[config.mk]
export PLATFORM = sky130hd
export DESIGN_NAME = alu_multiply_sequencer
export DESIGN_NICKNAME = d
export VERILOG_FILES = /design/src/rtl/alu_pkg.sv /design/src/rtl/alu_multiply_sequencer.sv
export SDC_FILE = /design/constraint.sdc
export NUM_CORES = 1
export LEC_CHECK = 0
export BUFFER_PORTS_ARGS = -buffer_cell sky130_fd_sc_hd__buf_2
export CAP_MARGIN = 20
export CORE_ASPECT_RATIO = 1.25
export CORE_MARGIN = 2
export CORE_UTILIZATION = 50
export CTS_CLUSTER_DIAMETER = 30
export CTS_CLUSTER_SIZE = 14
export DETAILED_ROUTE_END_ITERATION = 10
export MAX_ROUTING_LAYER = met4
export PLACE_DENSITY_LB_ADDON = 0.08
export SLEW_MARGIN = 20
export SYNTH_ARGS = -nofsm -noshare
export SYNTH_HDL_FRONTEND = slang
export SYNTH_SLANG_ARGS = --single-unit
[constraint.sdc]
create_clock -name Clock -period 9.14 [get_ports Clock]
set_input_delay 0.457 -clock Clock [delete_from_list [all_inputs] [get_ports Clock]]
set_output_delay 0.457 -clock Clock [all_outputs]
set_load 0.02 [all_outputs]
[src/rtl/alu_pkg.sv]
// Shared ALU function-select codes, flag bit positions and the multiply sequencer state encoding.
package alu_pkg;

  localparam logic [4:0] FS_A16   = 5'b00000;
  localparam logic [4:0] FS_B16   = 5'b00001;
  localparam logic [4:0] FS_SUB16 = 5'b00110;
  localparam logic [4:0] FS_A32   = 5'b10000;
  localparam logic [4:0] FS_B32   = 5'b10001;
  localparam logic [4:0] FS_ADD32 = 5'b10100;
  localparam logic [4:0] FS_SUB32 = 5'b10110;
  localparam logic [4:0] FS_LSL32 = 5'b11011;

  localparam int FLAG_Z = 3;
  localparam int FLAG_C = 2;
  localparam int FLAG_N = 1;
  localparam int FLAG_V = 0;

  typedef enum logic [2:0] {
    S_IDLE,
    S_NEG_A,
    S_NEG_B,
    S_ADD,
    S_SHIFT,
    S_NEG_P,
    S_FLAGS,
    S_DONE
  } state_t;

endpackage

[src/rtl/alu_multiply_sequencer.sv]
// Shift/add 16x16->32 multiplier that borrows the external ALU for every arithmetic step;
// signed operands are reduced to magnitudes first and the sign is reapplied at the end.
module alu_multiply_sequencer
  import alu_pkg::*;
#(
  parameter int OP_W = 16,
  parameter int ITER = 16
) (
  input  logic            Clock,
  input  logic            Reset,
  input  logic            Start,
  input  logic            Signed,
  input  logic [OP_W-1:0] OpA,
  input  logic [OP_W-1:0] OpB,
  output logic [31:0]     AluA,
  output logic [31:0]     AluB,
  output logic [4:0]      AluFunSel,
  output logic            AluWF,
  input  logic [31:0]     AluOut,
  input  logic [3:0]      AluFlags,
  output logic [31:0]     Product,
  output logic            ResZero,
  output logic            ResNeg,
  output logic            Busy,
  output logic            Done
);

  state_t          r_state;
  logic [31:0]     r_m;
  logic [31:0]     r_p;
  logic [OP_W-1:0] r_q;
  logic [4:0]      r_cnt;
  logic            r_sgn;
  logic            r_signed;
  logic [OP_W-1:0] r_opa;
  logic [OP_W-1:0] r_opb;

  logic w_unused_flags;

  // Carry and overflow are never consumed: unsigned products cannot exceed 32 bits.
  assign w_unused_flags = AluFlags[FLAG_C] ^ AluFlags[FLAG_V];
  assign Busy = (r_state != S_IDLE);

  always_comb begin
    AluA      = '0;
    AluB      = '0;
    AluFunSel = FS_A32;
    AluWF     = 1'b0;
    case (r_state)
      S_NEG_A: begin
        AluB      = {{(32-OP_W){1'b0}}, r_opa};
        AluFunSel = (r_signed && r_opa[OP_W-1]) ? FS_SUB16 : FS_B16;
      end
      S_NEG_B: begin
        AluB      = {{(32-OP_W){1'b0}}, r_opb};
        AluFunSel = (r_signed && r_opb[OP_W-1]) ? FS_SUB16 : FS_B16;
      end
      S_ADD: begin
        AluA = r_p;
        if (r_q[0]) begin
          AluB      = r_m;
          AluFunSel = FS_ADD32;
        end
      end
      S_SHIFT: begin
        AluA      = r_m;
        AluFunSel = FS_LSL32;
      end
      S_NEG_P: begin
        AluB      = r_p;
        AluFunSel = r_sgn ? FS_SUB32 : FS_B32;
      end
      S_FLAGS: begin
        AluA  = r_p;
        AluWF = 1'b1;
      end
      default: ;
    endcase
  end

  always_ff @(posedge Clock or posedge Reset) begin
    if (Reset) begin
      r_state  <= S_IDLE;
      r_m      <= '0;
      r_p      <= '0;
      r_q      <= '0;
      r_cnt    <= '0;
      r_sgn    <= 1'b0;
      r_signed <= 1'b0;
      r_opa    <= '0;
      r_opb    <= '0;
      Product  <= '0;
      ResZero  <= 1'b0;
      ResNeg   <= 1'b0;
      Done     <= 1'b0;
    end else begin
      Done <= 1'b0;
      case (r_state)
        S_IDLE: begin
          if (Start) begin
            r_opa    <= OpA;
            r_opb    <= OpB;
            r_signed <= Signed;
            r_sgn    <= Signed & (OpA[OP_W-1] ^ OpB[OP_W-1]);
            r_p      <= '0;
            r_cnt    <= '0;
            r_state  <= S_NEG_A;
          end
        end
        S_NEG_A: begin
          r_m     <= AluOut;
          r_state <= S_NEG_B;
        end
        S_NEG_B: begin
          r_q     <= AluOut[OP_W-1:0];
          r_state <= S_ADD;
        end
        S_ADD: begin
          r_p     <= AluOut;
          r_state <= S_SHIFT;
        end
        S_SHIFT: begin
          r_m     <= AluOut;
          r_q     <= r_q >> 1;
          r_cnt   <= r_cnt + 5'd1;
          r_state <= (r_cnt == 5'(ITER-1)) ? S_NEG_P : S_ADD;
        end
        S_NEG_P: begin
          r_p     <= AluOut;
          r_state <= S_FLAGS;
        end
        S_FLAGS: r_state <= S_DONE;
        // The ALU flag register was written on the FLAGS edge, so it is readable here.
        S_DONE: begin
          Product <= r_p;
          ResZero <= AluFlags[FLAG_Z];
          ResNeg  <= AluFlags[FLAG_N];
          Done    <= 1'b1;
          r_state <= S_IDLE;
        end
        default: r_state <= S_IDLE;
      endcase
    end
  end

endmodule
---- Word level (Yosys, flattened, before mapping) ----
Index checks and enable logic that the tools add are counted.
storage, ports and cells
  logic and storage cells ................. 56
  memories ................................ 0
  latch bits .............................. 0
  output and inout port bits .............. 106
  bits in registers ....................... 157
  ROM bits ................................ 0
  RAM bits ................................ 0
cells by class
  add/subtract/negate cells ............... 1
  $mul .................................... 0
  bitwise operators ....................... 2
  reductions and logical operators ........ 13
  div/mod/pow operators ................... 0
  equality and inequality tests ........... 9
  shift operators ......................... 0
  order comparisons ....................... 0
  mux-type cells .......................... 18
operators with widths
  operator                                       count
  case mux 32 bit (2 select lines)               2
  case mux 32 bit (4 select lines)               1
  two-way mux 32 bit                             2
  case mux 16 bit (2 select lines)               1
  case mux 5 bit (5 select lines)                1
  case mux 3 bit (8 select lines)                1
  two-way mux 3 bit                              6
  == test 3 bit, second input constant           4
  case mux 5 bit (2 select lines)                1
  == test 3 x 2 -> 1 bit, second input constant  2
  AND reduction 2 bit                            3
  nonzero test 2 bit                             3
  OR reduction 2 bit                             3
  adder 5 x 1 -> 5 bit, second input constant    1
  == test 5 x 4 -> 1 bit, second input constant  1
  two-way mux 5 bit                              1
  == test 3 x 1 -> 1 bit, second input constant  1
  logical NOT 3 bit                              1
  nonzero test 3 bit                             1
  logical AND 1 bit                              2
  two-way mux 1 bit                              2
  != test 2 bit, second input constant           1
  bitwise AND 1 bit                              1
  XOR 1 bit                                      1

---- Depth between registers and ports, before layout ----
Gate-level depths: netlist (run 1).
  word-level depth ........................ 4
  depth in mapped cells ................... 6
  gate-level depth less buffers ........... 5

---- Worst setup path after synthesis (run 1) ----
OpenSTA, ideal clock, no wires.
  path kind ............................... register -> output
  start point ............................. reg r_state[0]
  end point ............................... out AluFunSel[1]
  stages on the path, launching flop included .. 6
  path slack .............................. 7115 ps
  path buffers ............................ 3
  arrival time ............................ 1568 ps
  required time ........................... 8683 ps
  path through ............................ dfrtp_1 buf_4 or3b_1 buf_2 buf_2 o22ai_1
between the ends
  word-level cells in the longest chain between the ends .. 2
  elaborated cells between the ends (all ways) .. 6
  those cells by class .................... eq/ne (5); mux (1)
RTL lines
  item                                         line                           source
  start, declared                              alu_multiply_sequencer.sv:28   state_t r_state;
  start signal, assigned                       alu_multiply_sequencer.sv:126  r_state <= (r_cnt == 5'(ITER-1)) ? S_NEG_P : S_ADD;
  == test 3 bit, or another cell as far along  alu_multiply_sequencer.sv:49   case (r_state)
  case mux 5 bit (5 select lines) *            alu_multiply_sequencer.sv:49
  end, declared                                alu_multiply_sequencer.sv:17   output logic [4:0] AluFunSel,
Mark *: on every way between the ends. The rest lies on a longest branch, timed or not.

---- Worst setup path in the final report (run 1) ----
  start point ............................. reg r_state[0]
  end point ............................... out AluA[1]
between the ends
  word-level cells in the longest chain between the ends .. 3
  elaborated cells between the ends (all ways) .. 5
  those cells by class .................... eq/ne (3); mux (1); reduce/logical (1)
RTL lines
  item                                                     line                          source
  == test 3 bit or == test 3 x 2 -> 1 bit (tied branches)  alu_multiply_sequencer.sv:49
  OR reduction 2 bit (no source line)                      --
  case mux 32 bit (2 select lines) *                       alu_multiply_sequencer.sv:49
  end, declared                                            alu_multiply_sequencer.sv:15  output logic [31:0] AluA,
Marks and branches as above.

==> impl_metrics.yaml, run 1 <==
cts:
  clock_latency_ps: 420
  post_cts_buffers: 0
  cts_tree: "done"
  numCtsBuffers: 17
  cts_root_buffer: "clkbuf_16"
  postCtsHoldBufs: 0
  clockBufferDepth: 2
  h-tree-depth: 4
  clk_pin_slew_ps: 60
  numClockSinks: 157
  post_cts_resized: 0
synthesis:
  ys_types: 47
  synthArstFlopShare: 1.00
  synth_top_cell_by_area: "dfrtp_1"
  yosys-mux-area-fraction: 0.139
  netlist_instances: 656
  netlist.area_leader.share: 0.510
  synth-seq-cells: 157
  synth_warnings: 0
  ys.flop_type: "dfrtp_1"
  synth_area_leaders: "dfrtp_1 51%, mux2_2 12%, a22o_1 5.8%"
  synth_edf_count: 0
  synth_xor_area_frac: 0.00227
  synth_compound_area_frac: 0.222
  netlist_area_um2: 7700
  synth-seq-area-share: 0.510
  synth_top_family_by_area: "compound AO/OA/AOI/OAI gates"
  avgSynthCellArea_um2: 11.7
  yosys.area_share.simple: 0.0635
  synth.net_count: 730
  synthAdderAreaFrac: 0.00325
power:
  p_total_uw: 4070
  max-vdd-ir-drop_mv: 0.200
  cellLeakagePower_uw: 0.00430
  power.density_nw_per_um2: 445
sta:
  setup-violations-final: 0
  maxSlewHeadroom: 0.274
  hold_violations: 0
  fin_crit_ps: 3520
  finalMaxSlewViolations: 0
  finalWorstSetupSlack_ps: 5620
  skew_ps: 5.21
  rsz0062_at_grt: "no"
  setup_tns_ps: 0
  timing.final.crit_share: 0.385
  worst_pin_slew_ps: 1080
  fmax_mhz: 284
layout:
  areaGrowthSynthToFinish_pct: 18.7
  fill_cells: 1283
  layout_common_cells: "175 x buf_2, 155 x dfrtp_1, 81 x mux2_2"
  layout_commonest_cell: "buf_2"
  final_cells: 996
  multi_input_area_um2: 3330
  seq_area_um2: 3930
  nNetsFinal: 875
  final_layout_size_suffix_gt1_frac: 0.425
  antenna_cells: 0
die:
  io_pins: 178
  row_count: 50
  start_util: 0.513
  dieArea_um2: 16400
  coreArea_um2: 15000
  die_w_um: 115
  die_h_um: 143
global_route:
  grt_pass1_wl_mm: 32.1
  antenna_found_initial: 0
  grt_pass1_vias: 6073
  overflow: 0
  grt_max_degree: 83
  grt_usage: 0.261
min_path:
  hold_class: "primary input to async pin"
setup_path:
  r2r_slack_ps: 6090
  setup.worst_path.class: "flop to primary output"
  worst_setup_path_end_kind: "primary output"
  cp-start-kind: "flop"
  arrival_ps: 3060
  worstPathRequired_ps: 8680
  crit_fanout: 29
placed_design:
  hpwl_mm: 12.9
  io_buffer_count: 175
  dp_slack_ps: 5710
  dpl.cell_count: 962
  place_congestion: 0.820
route:
  num_vias: 6003
  wl_per_cell_um: 20.4
  route.detailed.drc: 0
  drtAntennaViolNets: 0
  viasPerCell: 6.03
  drt_iter0_markers: 349
  drt-total-wl_mm: 20.3
  drtPass1Iterations: 4
run:
  maxCapViolCount: 0
run_status:
  status: "completed"
routing by layer:
metal	global-route usage	share of wire	up-vias
li1	-	-	2733
met1	0.319	0.42	3070
met2	0.434	0.52	176
met3	0.0573	0.047	24
met4	0.0755	0.013	0
met5	-	0	-
worst max-delay path, cell delays in order (launching register included):
cell and delay, ps:
dfrtp_1 480, buf_4 410, nand2b_1 540, a21oi_4 600
buf_16 240, a22o_1 180, buf_2 170
cell usage after synthesis (3+ instances only):
master,number
a2111oi_2,13
a21oi_1,16
a221o_1,16
a22o_1,51
a22oi_1,16
and3_1,3
buf_2,26
buf_4,14
buf_6,6
clkbuf_1,11
dfrtp_1,157
inv_1,27
mux2_2,81
mux2i_1,16
nand2_1,40
nand2b_1,3
nor2_1,24
nor2b_1,3
nor3_1,13
o21ai_0,57
o221a_2,19
o22ai_1,15
report_power, final:
group | leakage, uW | internal, uW | switching (uW)
clock network | 0.000275 | 406 | 281
logic | 0.00215 | 865 | 1160
registers | 0.00187 | 1060 | 298
logic make-up (layout without fill, tap and decap cells):
kind of cell,count (synthesis),after routing
fa+ha+maj,2,2
simple gates,97,97
compound gates,214,214
buf+inv,87,245
flops,157,157
mux,97,97
xor+xnor,2,2
worst paths after layout:
path / from / to / cells past startpoint
worst max-delay path: r_state[0]$_DFFE_PP0P_ / AluA[1] / 6
worst max register to register: r_state[0]$_DFFE_PP0P_ / r_m[16]$_DFFE_PP0P_ / 5
worst min-delay path: Reset / Product[20]$_DFFE_PP0P_ / 2
max in group asynchronous: Reset / r_state[1]$_DFFE_PP0P_ / 3
worst min register to register: Product[12]$_DFFE_PP0P_ / Product[12]$_DFFE_PP0P_ / 2
min in group Clock: OpB[1] / r_opb[1]$_DFFE_PP0P_ / 2
through the flow:
stage | utilization | hold WS [ps] | cell area [um2]
CTS | 0.606 | 175 | 9100
floorplan | - | 466 | 7700
global route | 0.609 | 209 | 9140
global placement | 0.568 | 465 | 8530
finish | 0.609 | 150 | 9140
detailed placement | 0.568 | 466 | 8530
sequential cells by signal (all words and copies together), names as in the netlist:
| name | flops |
|---|---|
| r_cnt | 5 |
| Done | 1 |
| r_signed | 1 |
| ResNeg | 1 |
| r_state | 3 |
| r_q | 16 |
| ResZero | 1 |
| Product | 32 |
| r_p | 32 |
| r_opb | 16 |
| r_opa | 16 |
| r_sgn | 1 |
| r_m | 32 |
layout make-up:
class / instances / share of cell area
Tap cell: 182 / 0.0249
Sequential cell: 157 / 0.430
Clock inverter: 12 / 0.0133
Multi-Input combinational cell: 412 / 0.364
Timing Repair Buffer: 185 / 0.107
Clock buffer: 20 / 0.0489
Inverter: 28 / 0.0120
(Power assumes the default switching activity.)
==> run 2, diff against run 1 <==
--- a/config.mk
+++ b/config.mk
@@ -9,7 +9,7 @@
 export CAP_MARGIN = 20
 export CORE_ASPECT_RATIO = 1.25
 export CORE_MARGIN = 2
-export CORE_UTILIZATION = 50
+export CORE_UTILIZATION = 49
 export CTS_CLUSTER_DIAMETER = 30
 export CTS_CLUSTER_SIZE = 14
 export DETAILED_ROUTE_END_ITERATION = 10
==> constraint.sdc (replaced) <==
create_clock -name Clock -period 2.85 [get_ports Clock]
set_input_delay 0.1425 -clock Clock [delete_from_list [all_inputs] [get_ports Clock]]
set_output_delay 0.1425 -clock Clock [all_outputs]
set_load 0.02 [all_outputs]
==> impl_metrics.yaml, run 2 (same netlist as run 1, synthesis figures left out) <==
run_status:
  status: "completed"
power:
  p_total_uw: 13400
  max-vdd-ir-drop_mv: 0.623
  power.density_nw_per_um2: 1330
  cellLeakagePower_uw: 0.00471
cts:
  numCtsBuffers: 17
  clk_pin_slew_ps: 60
  clockBufferDepth: 2
  numClockSinks: 157
  h-tree-depth: 4
  cts_root_buffer: "clkbuf_16"
  clock_latency_ps: 430
  post_cts_buffers: 0
  cts_tree: "done"
min_path:
  hold_class: "primary input to async pin"
setup_path:
  worstPathRequired_ps: 2710
  r2r_end: "r_m[12]$_DFFE_PP0P_"
  r2r_slack_ps: 780
  crit_buf_inv: 1
  crit_fanout: 33
  setup.worst_path.class: "flop to primary output"
  worstSetupStartpoint: "r_state[2]$_DFFE_PP0P_"
  worst_setup_path_end_kind: "primary output"
  arrival_ps: 2570
  cpPeakStageDelay_ps: 800
  slowest_stage: "and3_2"
  cp-start-kind: "flop"
  path_cells: "nor2b_1 > and3_2 > a221o_1 > buf_2"
  reg2reg_from: "r_state[2]$_DFFE_PP0P_"
  crit_family: "simple AND/OR/NAND/NOR gates"
  endpoint: "AluB[1]"
  crit_cells: 4
  ff2ff_path_depth: 4
route:
  drt_iter0_markers: 361
  drt-total-wl_mm: 21.6
  drtPass1Iterations: 4
  drtAntennaViolNets: 0
  viasPerCell: 5.75
  wl_per_cell_um: 19.4
  route.detailed.drc: 0
  num_vias: 6403
die:
  coreArea_um2: 15500
  row_count: 51
  dieArea_um2: 16700
  io_pins: 178
  start_util: 0.497
  die_h_um: 144
  die_w_um: 116
layout:
  final_layout_size_suffix_gt1_frac: 0.404
  areaGrowthSynthToFinish_pct: 30.9
  top_regs: "Product x32, r_m x32, r_p x32"
  nNetsFinal: 963
  layout_common_cells: "175 x buf_2, 155 x dfrtp_1, 81 x mux2_2"
  layout_commonest_cell: "buf_2"
  fill_cells: 1258
placed_design:
  place_congestion: 0.792
  hpwl_mm: 13.7
  io_buffer_count: 175
sta:
  fin_crit_ps: 2710
  finalMaxSlewViolations: 0
  worst_pin_slew_ps: 891
  hold_violations: 0
  fmax_mhz: 369
  setup_tns_ps: 0
  hold_ws_ps: 222
  setup-violations-final: 0
  maxSlewHeadroom: 0.406
  skew_ps: 7.07
  timing.final.crit_share: 0.952
  rsz0062_at_grt: "no"
global_route:
  antenna_found_initial: 0
  grt_usage: 0.276
  overflow: 0
  grt_max_degree: 42
  grt_pass1_vias: 6687
  grt_pass1_wl_mm: 34.4
run:
  maxCapViolCount: 0
[run 2: tightest hold or removal path, cell delays in order]
cell and delay (ps):
dlygate4sd3_1 530, buf_2 130, clkinvlp_4 220
[run 2: worst min-delay path by stage]
stage / start / endpoint / slack [ps] / cells past startpoint
floorplan: Start / r_state[0]$_DFFE_PP0P_ / 270 / 2
global placement: Reset / Done$_DFF_PP0_ / 380 / 2
detailed placement: OpB[6] / r_opb[6]$_DFFE_PP0P_ / 380 / 2
CTS: OpA[11] / r_opa[11]$_DFFE_PP0P_ / 460 / 3
global route: Reset / r_opa[5]$_DFFE_PP0P_ / 250 / 3
finish: Reset / r_opb[3]$_DFFE_PP0P_ / 220 / 3
[run 2: timing repair]
| action | in CTS | in global routing |
|---|---|---|
| endpoints found under the hold margin | 119 | 0 |
| gates resized for setup | 0 | 0 |
| hold buffers | 69 | 0 |
[run 2: final cells by class]
cell class	count	area (um2)	share of cell area
multi-input cells	412	3330	0.331
flip-flops and latches	157	3930	0.390
well taps	212	265	0.0263
inverters	28	109	0.0108
clock buffers	21	470	0.0467
repair buffers	273	1830	0.182
clock inverters	10	138	0.0136
diodes	1	2.50	0.000248
[run 2: through the flow]
stage               instance area (um2)   util  cells  setup WS [ps]
detailed placement                 8750  0.565   1012            632
floorplan                          7700      -    656            721
CTS                               10100  0.648   1112            163
global placement                   8750  0.565   1012            668
finish                            10100  0.650   1114            137
global route                      10100  0.650   1113           44.3
[run 2: power breakdown]
| part | leakage (uW) | internal, uW | switching (uW) |
|---|---|---|---|
| Combinational | 0.00254 | 2910 | 3780 |
| Sequential | 0.00187 | 3390 | 1000 |
| Clock | 0.000295 | 1440 | 907 |
| Total | 0.00471 | 7740 | 5680 |
[run 2: routing by layer]
| metal | vias to the layer above | share of wire | track usage |
|---|---|---|---|
| met4 | 0 | 0.015 | 0.0909 |
| met3 | 26 | 0.053 | 0.0536 |
| met1 | 3229 | 0.41 | 0.323 |
| li1 | 2919 | - | - |
| met2 | 229 | 0.53 | 0.477 |
| met5 | - | 0 | - |
